<file path="config.mk">
export PLATFORM = sky130hd
export DESIGN_NAME = uart_tx_arbiter
export DESIGN_NICKNAME = d
export VERILOG_FILES = /design/src/rtl/uart_pkg.sv /design/src/rtl/rr_arbiter.sv /design/src/rtl/uart_tx_arbiter.sv
export SDC_FILE = /design/constraint.sdc
export NUM_CORES = 1
export LEC_CHECK = 0
export CELL_PAD_IN_SITES_DETAIL_PLACEMENT = 1
export CELL_PAD_IN_SITES_GLOBAL_PLACEMENT = 1
export CORE_MARGIN = 4
export CORE_UTILIZATION = 30
export CTS_CLUSTER_DIAMETER = 80
export DETAILED_ROUTE_END_ITERATION = 8
export HOLD_SLACK_MARGIN = 0.08
export PLACE_DENSITY_LB_ADDON = 0.1
export SKIP_CTS_REPAIR_TIMING = 1
export SYNTH_ARGS = -nofsm -noshare
export SYNTH_HDL_FRONTEND = slang
export SYNTH_HIERARCHICAL = 1
export SYNTH_SLANG_ARGS = --single-unit
</file>
<file path="constraint.sdc">
create_clock -name clk_i -period 4.32 [get_ports clk_i]
set_input_delay 0.864 -clock clk_i [delete_from_list [all_inputs] [get_ports clk_i]]
set_output_delay 0.864 -clock clk_i [all_outputs]
set_load 0.03 [all_outputs]
</file>
<file path="src/rtl/uart_pkg.sv">
// uart_pkg: shared types and constants for the UART transmit arbiter slice.
package uart_pkg;

    localparam int UART_DATA_W  = 8;
    localparam int UART_MAX_REQ = 8;

    typedef enum logic [2:0] {
        ST_IDLE,
        ST_LOAD,
        ST_START,
        ST_WAIT_DONE,
        ST_ACK
    } arb_state_t;

endpackage

</file>
<file path="src/rtl/rr_arbiter.sv">
// rr_arbiter: combinational round-robin pick; search starts one above ptr_i.
module rr_arbiter
    import uart_pkg::*;
#(
    parameter int N  = 4,
    parameter int PW = $clog2(N)
) (
    input  logic [N-1:0]  req_i,
    input  logic [PW-1:0] ptr_i,
    output logic [N-1:0]  grant_o
);

    logic [PW-1:0] w_idx;
    logic          w_found;

    always_comb begin
        grant_o = '0;
        w_found = 1'b0;
        w_idx   = '0;
        for (int i = 1; i <= N; i++) begin
            w_idx = PW'((int'(ptr_i) + i) % N);
            if (!w_found && req_i[w_idx]) begin
                grant_o[w_idx] = 1'b1;
                w_found        = 1'b1;
            end
        end
    end

endmodule

</file>
<file path="src/rtl/uart_tx_arbiter.sv">
// uart_tx_arbiter: shares one UART transmitter among NUM_REQ byte requesters.
// Define UART_TX_ARB_WATCHDOG_EN to add a WAIT_DONE timeout that forces ACK.
module uart_tx_arbiter
    import uart_pkg::*;
#(
    parameter int          NUM_REQ        = 4,
    parameter logic [15:0] TIMEOUT_CYCLES = 16'd4000
) (
    input  logic                           clk_i,
    input  logic                           reset_i,
    input  logic [NUM_REQ-1:0]             req_i,
    input  logic [NUM_REQ*UART_DATA_W-1:0] data_i,
    input  logic                           tx_done_i,
    output logic [NUM_REQ-1:0]             gnt_o,
    output logic [NUM_REQ-1:0]             ack_o,
    output logic [UART_DATA_W-1:0]         data_o,
    output logic                           load_byte_o,
    output logic                           t_byte_o,
    output logic                           busy_o,
    output logic                           timeout_o
);

    localparam int PW = $clog2(NUM_REQ);

    if (NUM_REQ < 2 || NUM_REQ > UART_MAX_REQ || TIMEOUT_CYCLES == 16'd0) begin : g_cfg_err
        $error("uart_tx_arbiter: illegal NUM_REQ or TIMEOUT_CYCLES");
    end

    arb_state_t             r_state;
    arb_state_t             w_next;
    logic [NUM_REQ-1:0]     r_gnt;
    logic [UART_DATA_W-1:0] r_data;
    logic [PW-1:0]          r_ptr;
    logic [NUM_REQ-1:0]     w_grant;
    logic [UART_DATA_W-1:0] w_sel_byte;
    logic [PW-1:0]          w_win_idx;
    logic                   w_wd_expire;

    rr_arbiter #(
        .N  (NUM_REQ),
        .PW (PW)
    ) u_rr (
        .req_i   (req_i),
        .ptr_i   (r_ptr),
        .grant_o (w_grant)
    );

    always_comb begin
        w_sel_byte = '0;
        for (int k = 0; k < NUM_REQ; k++) begin
            if (w_grant[k]) begin
                w_sel_byte = data_i[k*UART_DATA_W +: UART_DATA_W];
            end
        end
    end

    always_comb begin
        w_win_idx = '0;
        for (int k = 0; k < NUM_REQ; k++) begin
            if (r_gnt[k]) begin
                w_win_idx = PW'(k);
            end
        end
    end

`ifdef UART_TX_ARB_WATCHDOG_EN
    logic [15:0] r_wd_cnt;
    logic        r_timeout;

    assign w_wd_expire = (r_state == ST_WAIT_DONE) && !tx_done_i
                       && (r_wd_cnt == TIMEOUT_CYCLES - 16'd1);

    // Count restarts on the START->WAIT_DONE edge so each byte gets a full budget
    always_ff @(posedge clk_i or negedge reset_i) begin
        if (!reset_i) begin
            r_wd_cnt  <= '0;
            r_timeout <= 1'b0;
        end else begin
            r_timeout <= w_wd_expire;
            if (r_state == ST_START) begin
                r_wd_cnt <= '0;
            end else if (r_state == ST_WAIT_DONE) begin
                r_wd_cnt <= r_wd_cnt + 16'd1;
            end
        end
    end

    assign timeout_o = r_timeout;
`else
    assign w_wd_expire = 1'b0;
    assign timeout_o   = 1'b0;
`endif

    always_ff @(posedge clk_i or negedge reset_i) begin
        if (!reset_i) begin
            r_state <= ST_IDLE;
        end else begin
            r_state <= w_next;
        end
    end

    always_comb begin
        w_next = r_state;
        unique case (r_state)
            ST_IDLE: begin
                if (|req_i) begin
                    w_next = ST_LOAD;
                end
            end
            ST_LOAD:  w_next = ST_START;
            ST_START: w_next = ST_WAIT_DONE;
            ST_WAIT_DONE: begin
                if (tx_done_i || w_wd_expire) begin
                    w_next = ST_ACK;
                end
            end
            ST_ACK:   w_next = ST_IDLE;
            default:  w_next = ST_IDLE;
        endcase
    end

    // Grant and byte are frozen from IDLE until ACK; pointer moves on ACK exit
    always_ff @(posedge clk_i or negedge reset_i) begin
        if (!reset_i) begin
            r_gnt  <= '0;
            r_data <= '0;
            r_ptr  <= PW'(NUM_REQ - 1);
        end else if (r_state == ST_IDLE && |req_i) begin
            r_gnt  <= w_grant;
            r_data <= w_sel_byte;
        end else if (r_state == ST_ACK) begin
            r_gnt  <= '0;
            r_ptr  <= w_win_idx;
        end
    end

    assign gnt_o       = r_gnt;
    assign ack_o       = (r_state == ST_ACK) ? r_gnt : '0;
    assign data_o      = r_data;
    assign load_byte_o = (r_state == ST_LOAD);
    assign t_byte_o    = (r_state == ST_START);
    assign busy_o      = (r_state != ST_IDLE);

endmodule
</file>
* Yosys cells after proc, flatten, opt, wreduce, memory -nomap -nowiden
Cells that the tools add are included.
Word-level totals: register bits after elaboration 17, bits in latches 0, memory bits (writable) 0, ROM bits 0, output and inout bits 20, memories kept 0
Cells by class: add/subtract/negate cells 4, multipliers 0, divide/modulo/power cells 0, order comparisons 8, equality and inequality tests 6, shift-type cells 0, multiplexer cells 36, bitwise gates (word level) 4, reduce and logical (&&, ||, !) cells 17
Operator list (count):
- 8-bit two-way mux | 4
- 4-bit two-way mux | 7
- 2-bit by 3-bit < comparator with 1-bit output, second input constant | 4
- 1-bit two-way mux | 12
- 4-bit OR | 3
- 3-bit case mux with 4 select lines | 1
- 1-bit binary-select mux with 2-bit select | 4
- 1-bit demux with 2-bit select | 4
- 2-bit by 1-bit greater-or-equal comparator with 1-bit output, second input constant | 4
- 1-bit logical AND | 8
- 3-bit by 2-bit equality test with 1-bit output, second input constant | 2
- 3-bit two-way mux | 2
- 2-bit by 1-bit adder with 2-bit output, second input constant | 2
- 2-bit adder, second input constant | 2
- 2-bit two-way mux | 2
- 2-bit inequality test, second input constant | 2
- 2-bit AND reduction | 2
- 4-bit OR reduction | 1
- 3-bit by 1-bit equality test with 1-bit output, second input constant | 1
- 3-bit equality test, second input constant | 1
- 1-bit logical NOT | 3
- 3-bit logical NOT | 1
- 3-bit nonzero test | 1
- 2-bit nonzero test | 1
- 1-bit NOT | 1

* Logic depth before layout (Yosys ltp)
word-level depth 17, mapped depth 12, gate-level depth less buffers 9

* Modules after synthesis
Netlist, hierarchy kept.
By module, submodules not included:
- uart_tx_arbiter | instances 1, cells each 124, area each 1032.2 um2, sequential area each 427.9 um2
- rr_arbiter | instances 1, cells each 38, area each 357.8 um2, sequential area each 0.0 um2

* Worst setup path after synthesis
No wires, ideal clock.
path type register to register, start register r_ptr[0], end register r_data[5], in the netlist data_o[5], setup time 0.081 ns, arrival time 3.032 ns, required time 4.239 ns, path slack 1.206 ns, stages on the path, launching flop included 12, buffers on the path 2, clock period less this slack 3.114 ns, path through dfstp_2 -> inv_1 -> ha_1 -> mux4_1 -> nor4b_4 -> nand2_1 -> o211ai_1 -> buf_2 -> clkbuf_1 -> a21oi_1 -> a221o_1 -> a31oi_2
Between the ends: elaborated cells on any way between the ends 52, classes of those cells add/sub: 4; order compare: 8; mux: 27; bitwise: 3; reduce/logical: 10
RTL lines:
- start: declaration | RTL line uart_tx_arbiter.sv:33 | logic [PW-1:0] r_ptr;
- start signal: assignment | RTL line uart_tx_arbiter.sv:127 | r_ptr <= PW'(NUM_REQ - 1);
- start signal: assignment | RTL line uart_tx_arbiter.sv:133 | r_ptr <= w_win_idx;
- parallel branches: the longest is 12 deep, another holds 2-bit by 3-bit < comparator with 1-bit output
- 4-bit two-way mux * | RTL line rr_arbiter.sv:22 | if (!w_found && req_i[w_idx]) begin
- via w_grant[2] | RTL line uart_tx_arbiter.sv:34 | logic [NUM_REQ-1:0] w_grant;
- 8-bit two-way mux * (2 in series) | RTL line uart_tx_arbiter.sv:51 | if (w_grant[k]) begin
- end signal: assignment | RTL line uart_tx_arbiter.sv:130 | r_data <= w_sel_byte;
- end: declaration | RTL line uart_tx_arbiter.sv:32 | logic [UART_DATA_W-1:0] r_data;
Mark *: on every way through the listed nets, which the timed path passes. The select of a mux whose other input is x is not followed. A chain may end at the register's enable or synchronous reset.

* Worst setup path after layout
start input port req_i[2], end register r_data[7], in the netlist data_o[7]
Between the ends: elaborated cells on any way between the ends 30, classes of those cells mux: 19; bitwise: 3; reduce/logical: 8
RTL lines:
- start: declaration | RTL line uart_tx_arbiter.sv:11 | input logic [NUM_REQ-1:0] req_i,
- 1-bit binary-select mux with 2-bit select | RTL line rr_arbiter.sv:22
- 1-bit two-way mux (implied by the code) | RTL line rr_arbiter.sv:22
- 1-bit two-way mux | RTL line rr_arbiter.sv:22
- 1-bit logical NOT | RTL line rr_arbiter.sv:22
- 1-bit logical AND | RTL line rr_arbiter.sv:22
- 1-bit two-way mux | RTL line rr_arbiter.sv:22
- 1-bit logical NOT | RTL line rr_arbiter.sv:22
- 1-bit logical AND | RTL line rr_arbiter.sv:22
- 1-bit two-way mux | RTL line rr_arbiter.sv:22
- 1-bit logical NOT | RTL line rr_arbiter.sv:22
- 1-bit logical AND | RTL line rr_arbiter.sv:22
- 4-bit two-way mux * | RTL line rr_arbiter.sv:22
- via w_grant[1] | RTL line uart_tx_arbiter.sv:34
- 8-bit two-way mux * (3 in series) | RTL line uart_tx_arbiter.sv:51
Mark *: on every way through the listed nets, which the timed path passes. The rest lies on a longest branch. The select of a mux whose other input is x is not followed.

==> run_results.csv <==
group,metric,value,unit
run_status,outcome,"completed",
worst_setup_path,crit_slowest_cell,"o211ai_1",
logic_synthesis,synth_top_cell_area_share,27.0,%
power,p_leak,0.791,nW
place,io_buffers,57,
routing,viasPerCell,5.29,
clock_network,clk_pin_slew,0.07,ns
routing,route.met3.wl,183,µm
sta,rsz0062_at_grt,"false",
flow_run,max_cap_violations,0,
clock_network,cts_buffers,3,
logic_synthesis,synth-seq-cells,17,
routing,drc,0,
worst_setup_path,slowest_delay,0.85,ns
logic_synthesis,yosysMostFrequentCell,"a21oi_1",
worst_setup_path,start_kind,"input port",
worst_setup_path,crit_buf_inv,1,
routing,dr.first_iter.drc_count,55,
sta,max_freq,278,MHz
sta,setup_slack,0.720,ns
logic_synthesis,syn-num-nets,209,
layout,area_growth,45.4,%
global_routing,track_usage,14.5,%
floorplanning,rows,24,
logic_synthesis,ys_warn_count,6,
routing,first_pass_iters,4,
routing,wl_met1,1840,µm
place,dp.cells,261,
place,dp_hpwl,3300,µm
worst_setup_path,path_max_fanout,17,
floorplanning,die_w,76.1,µm
logic_synthesis,synthTopCellsByCount,"21 x a21oi_1, 20 x nand2_1, 17 x inv_1, 15 x dfrtp_1",
worst_setup_path,arrival,3.77,ns
worst_setup_path,startpoint,"req_i[2]",
sta,setup_viol,0,
global_routing,grt-ovfl-total,0,
logic_synthesis,synth_area,1390,µm²
sta,final_hold_viol_count,0,
layout,nFillCells,529,
routing,ant_nets,0,
logic_synthesis,yosys.area.top_type,"dfrtp_1",
clock_network,clock_path_buffers,2,
worst_setup_path,timing.rr.start,"r_ptr[0]",
sta,tightestPinTransition,1.05,ns
floorplanning,core_area,4410,µm²
sta,fin_setup_tns,0,ns
logic_synthesis,synth.area.mux_share,7.02,%
logic_synthesis,synth_edf_count,0,
global_routing,grt_max_degree,18,
clock_network,clock_sinks,17,
floorplanning,start_util,31.5,%
floorplanning,pin_count,59,
logic_synthesis,seq_area_frac_synth,30.8,%
routing,vias,1403,
place,dpl_worst_slack,0.453,ns
routing,wl_per_cell,15.8,µm
sta,slew_violations,0,
logic_synthesis,avgSynthCellArea,8.58,µm²
worst_setup_path,path_cells,"clkdlybuf4s50_1 > mux4_2 > nor2_1 > nand2_1 > o211ai_1 > a21oi_1 > a221o_1 > a31oi_1",
clock_network,cts_tree,"done",
layout,fin_cells,265,
place,place.gp.congestion,0.864,
logic_synthesis,synth_fa_ha_area_share,7.20,%
clock_network,h-tree-depth,1,
layout,fin_nets,261,
logic_synthesis,synthSimpleGateAreaFrac,21.5,%
routing,dr_wl_met2,2110,µm
routing,routed_wl,4190,µm
power,powerDensity,735,nW/µm²
logic_synthesis,synth_area_leaders,"dfrtp_1 27%, a21oi_1 7.6%, ha_1 7.2%",
global_routing,grt_pass1_wl,7080,µm
worst_setup_path,crit_path_end_kind,"flip-flop",
sta,timing.final.crit_share,83.3,%
worst_setup_path,required,4.49,ns
worst_hold_path,min_path_type,"reg -> reg",
logic_synthesis,async_reset_ff_share,100,%
worst_setup_path,r2r_slack,0.82,ns
routing,top_layer,"met4",
clock_network,insertion_delay,0.25,ns
floorplanning,fp.dieH,76.1,µm
logic_synthesis,synthXorXnorAreaFrac,0,%
floorplanning,die_area,5790,µm²
logic_synthesis,ys_types,33,
power,vdd_drop_max,220,µV
worst_setup_path,crit_type,"in -> reg",
layout,drive_gt1_share,7.04,%
global_routing,grt_pass1_vias,1459,
sta,clock_skew,0.00288,ns
sta,fin_crit,3.60,ns
global_routing,antenna_found_initial,0,
clock_network,cts-root-buf,"clkbuf_8",
logic_synthesis,synthCells,162,
worst_hold_path,min_from,"r_ptr[1]",
sta,slew_headroom,29.6,%
logic_synthesis,synth_top_family_by_area,"compound AO/OA/AOI/OAI gates",
logic_synthesis,ys.flop_type,"dfrtp_1",
worst_setup_path,crit_family,"compound AO/OA/AOI/OAI gates",
layout,antenna_cells,0,
logic_synthesis,synth_compound_area_share,23.4,%
[routing by layer]
layer / vias up / GRT usage [%]
met3: 6 / 2.60
met4: 0 / 4.72
li1: 681 / -
met1: 673 / 17.4
met2: 43 / 25.9
met5: - / 0
[layout make-up]
class,instances,area [µm²],share of cell area [%]
Sequential cell,17,428,21.2
Multi-Input combinational cell,115,826,40.9
Clock buffer,4,45.0,2.23
Tap cell,52,65.1,3.22
Timing Repair Buffer,60,593,29.3
Inverter,17,63.8,3.16
[cell usage in the layout, fill, tap and decap left out, types with 2 or more instances in the layout]
| master | n |
|---|---|
| o21ai_1 | 2 |
| clkbuf_8 | 3 |
| nor2_1 | 5 |
| clkdlybuf4s50_1 | 57 |
| nand3_1 | 4 |
| dfstp_2 | 2 |
| buf_4 | 3 |
| ha_1 | 8 |
| nand2_1 | 20 |
| a221o_1 | 8 |
| o211ai_1 | 4 |
| nand3b_1 | 8 |
| inv_1 | 17 |
| a21oi_1 | 21 |
| o21ai_0 | 3 |
| mux4_2 | 2 |
| and2_1 | 3 |
| nor3b_1 | 5 |
| nor3_1 | 2 |
| a31oi_1 | 8 |
| dfrtp_1 | 15 |
| mux4_1 | 2 |
[flip-flops by register name, summed over array words and instances (netlist names)]
name,cells
r_ptr,2
data_o,8
r_state,3
gnt_o,4
[where the power goes]
group	total, mW	internal [mW]	switching [mW]
clock	0.120	0.0654	0.0548
sequential	0.328	0.244	0.0847
combinational	1.04	0.456	0.580
[worst register-to-register path: stages, from the launching register on]
cell      delay (ns)
dfstp_2         0.68
inv_1           0.14
ha_1            0.35
mux4_2          0.44
nor2_1          0.14
nand2_1         0.11
o211ai_1        0.85
a21oi_1         0.19
a221o_1         0.38
a31oi_1         0.15
[path summary, 6_finish.rpt]
kind                         endpoint  cells after the start
max                         data_o[7]                      8
min                          r_ptr[1]                      2
max reg2reg                 data_o[7]                      9
min reg2reg                  r_ptr[1]                      2
max in group asynchronous    gnt_o[3]                      1
min in group asynchronous  r_state[1]                      1
[cell families after synthesis]
kind of cell / count (synthesis)
buffers and inverters: 30
other: 1
DFF: 17
AOI/OAI and AO/OA: 50
muxes: 4
and+or+nand+nor: 52
adders and majority gates: 8
[metrics by stage]
| stage | hold WS [ns] | power (mW) | utilization, % | cell area, µm² |
|---|---|---|---|---|
| 3_5_place_dp | 0.533 | 1.37 | 44.8 | 1980 |
| 5_1_grt | 0.566 | 1.62 | 45.8 | 2020 |
| 2_1_floorplan | 0.481 | 1.06 | - | 1390 |
| 4_1_cts | 0.544 | 1.50 | 45.8 | 2020 |
| 6_report | 0.538 | 1.48 | 45.8 | 2020 |
| 3_3_place_gp | 0.513 | 1.34 | 44.8 | 1980 |
(Power assumes the default switching activity.)
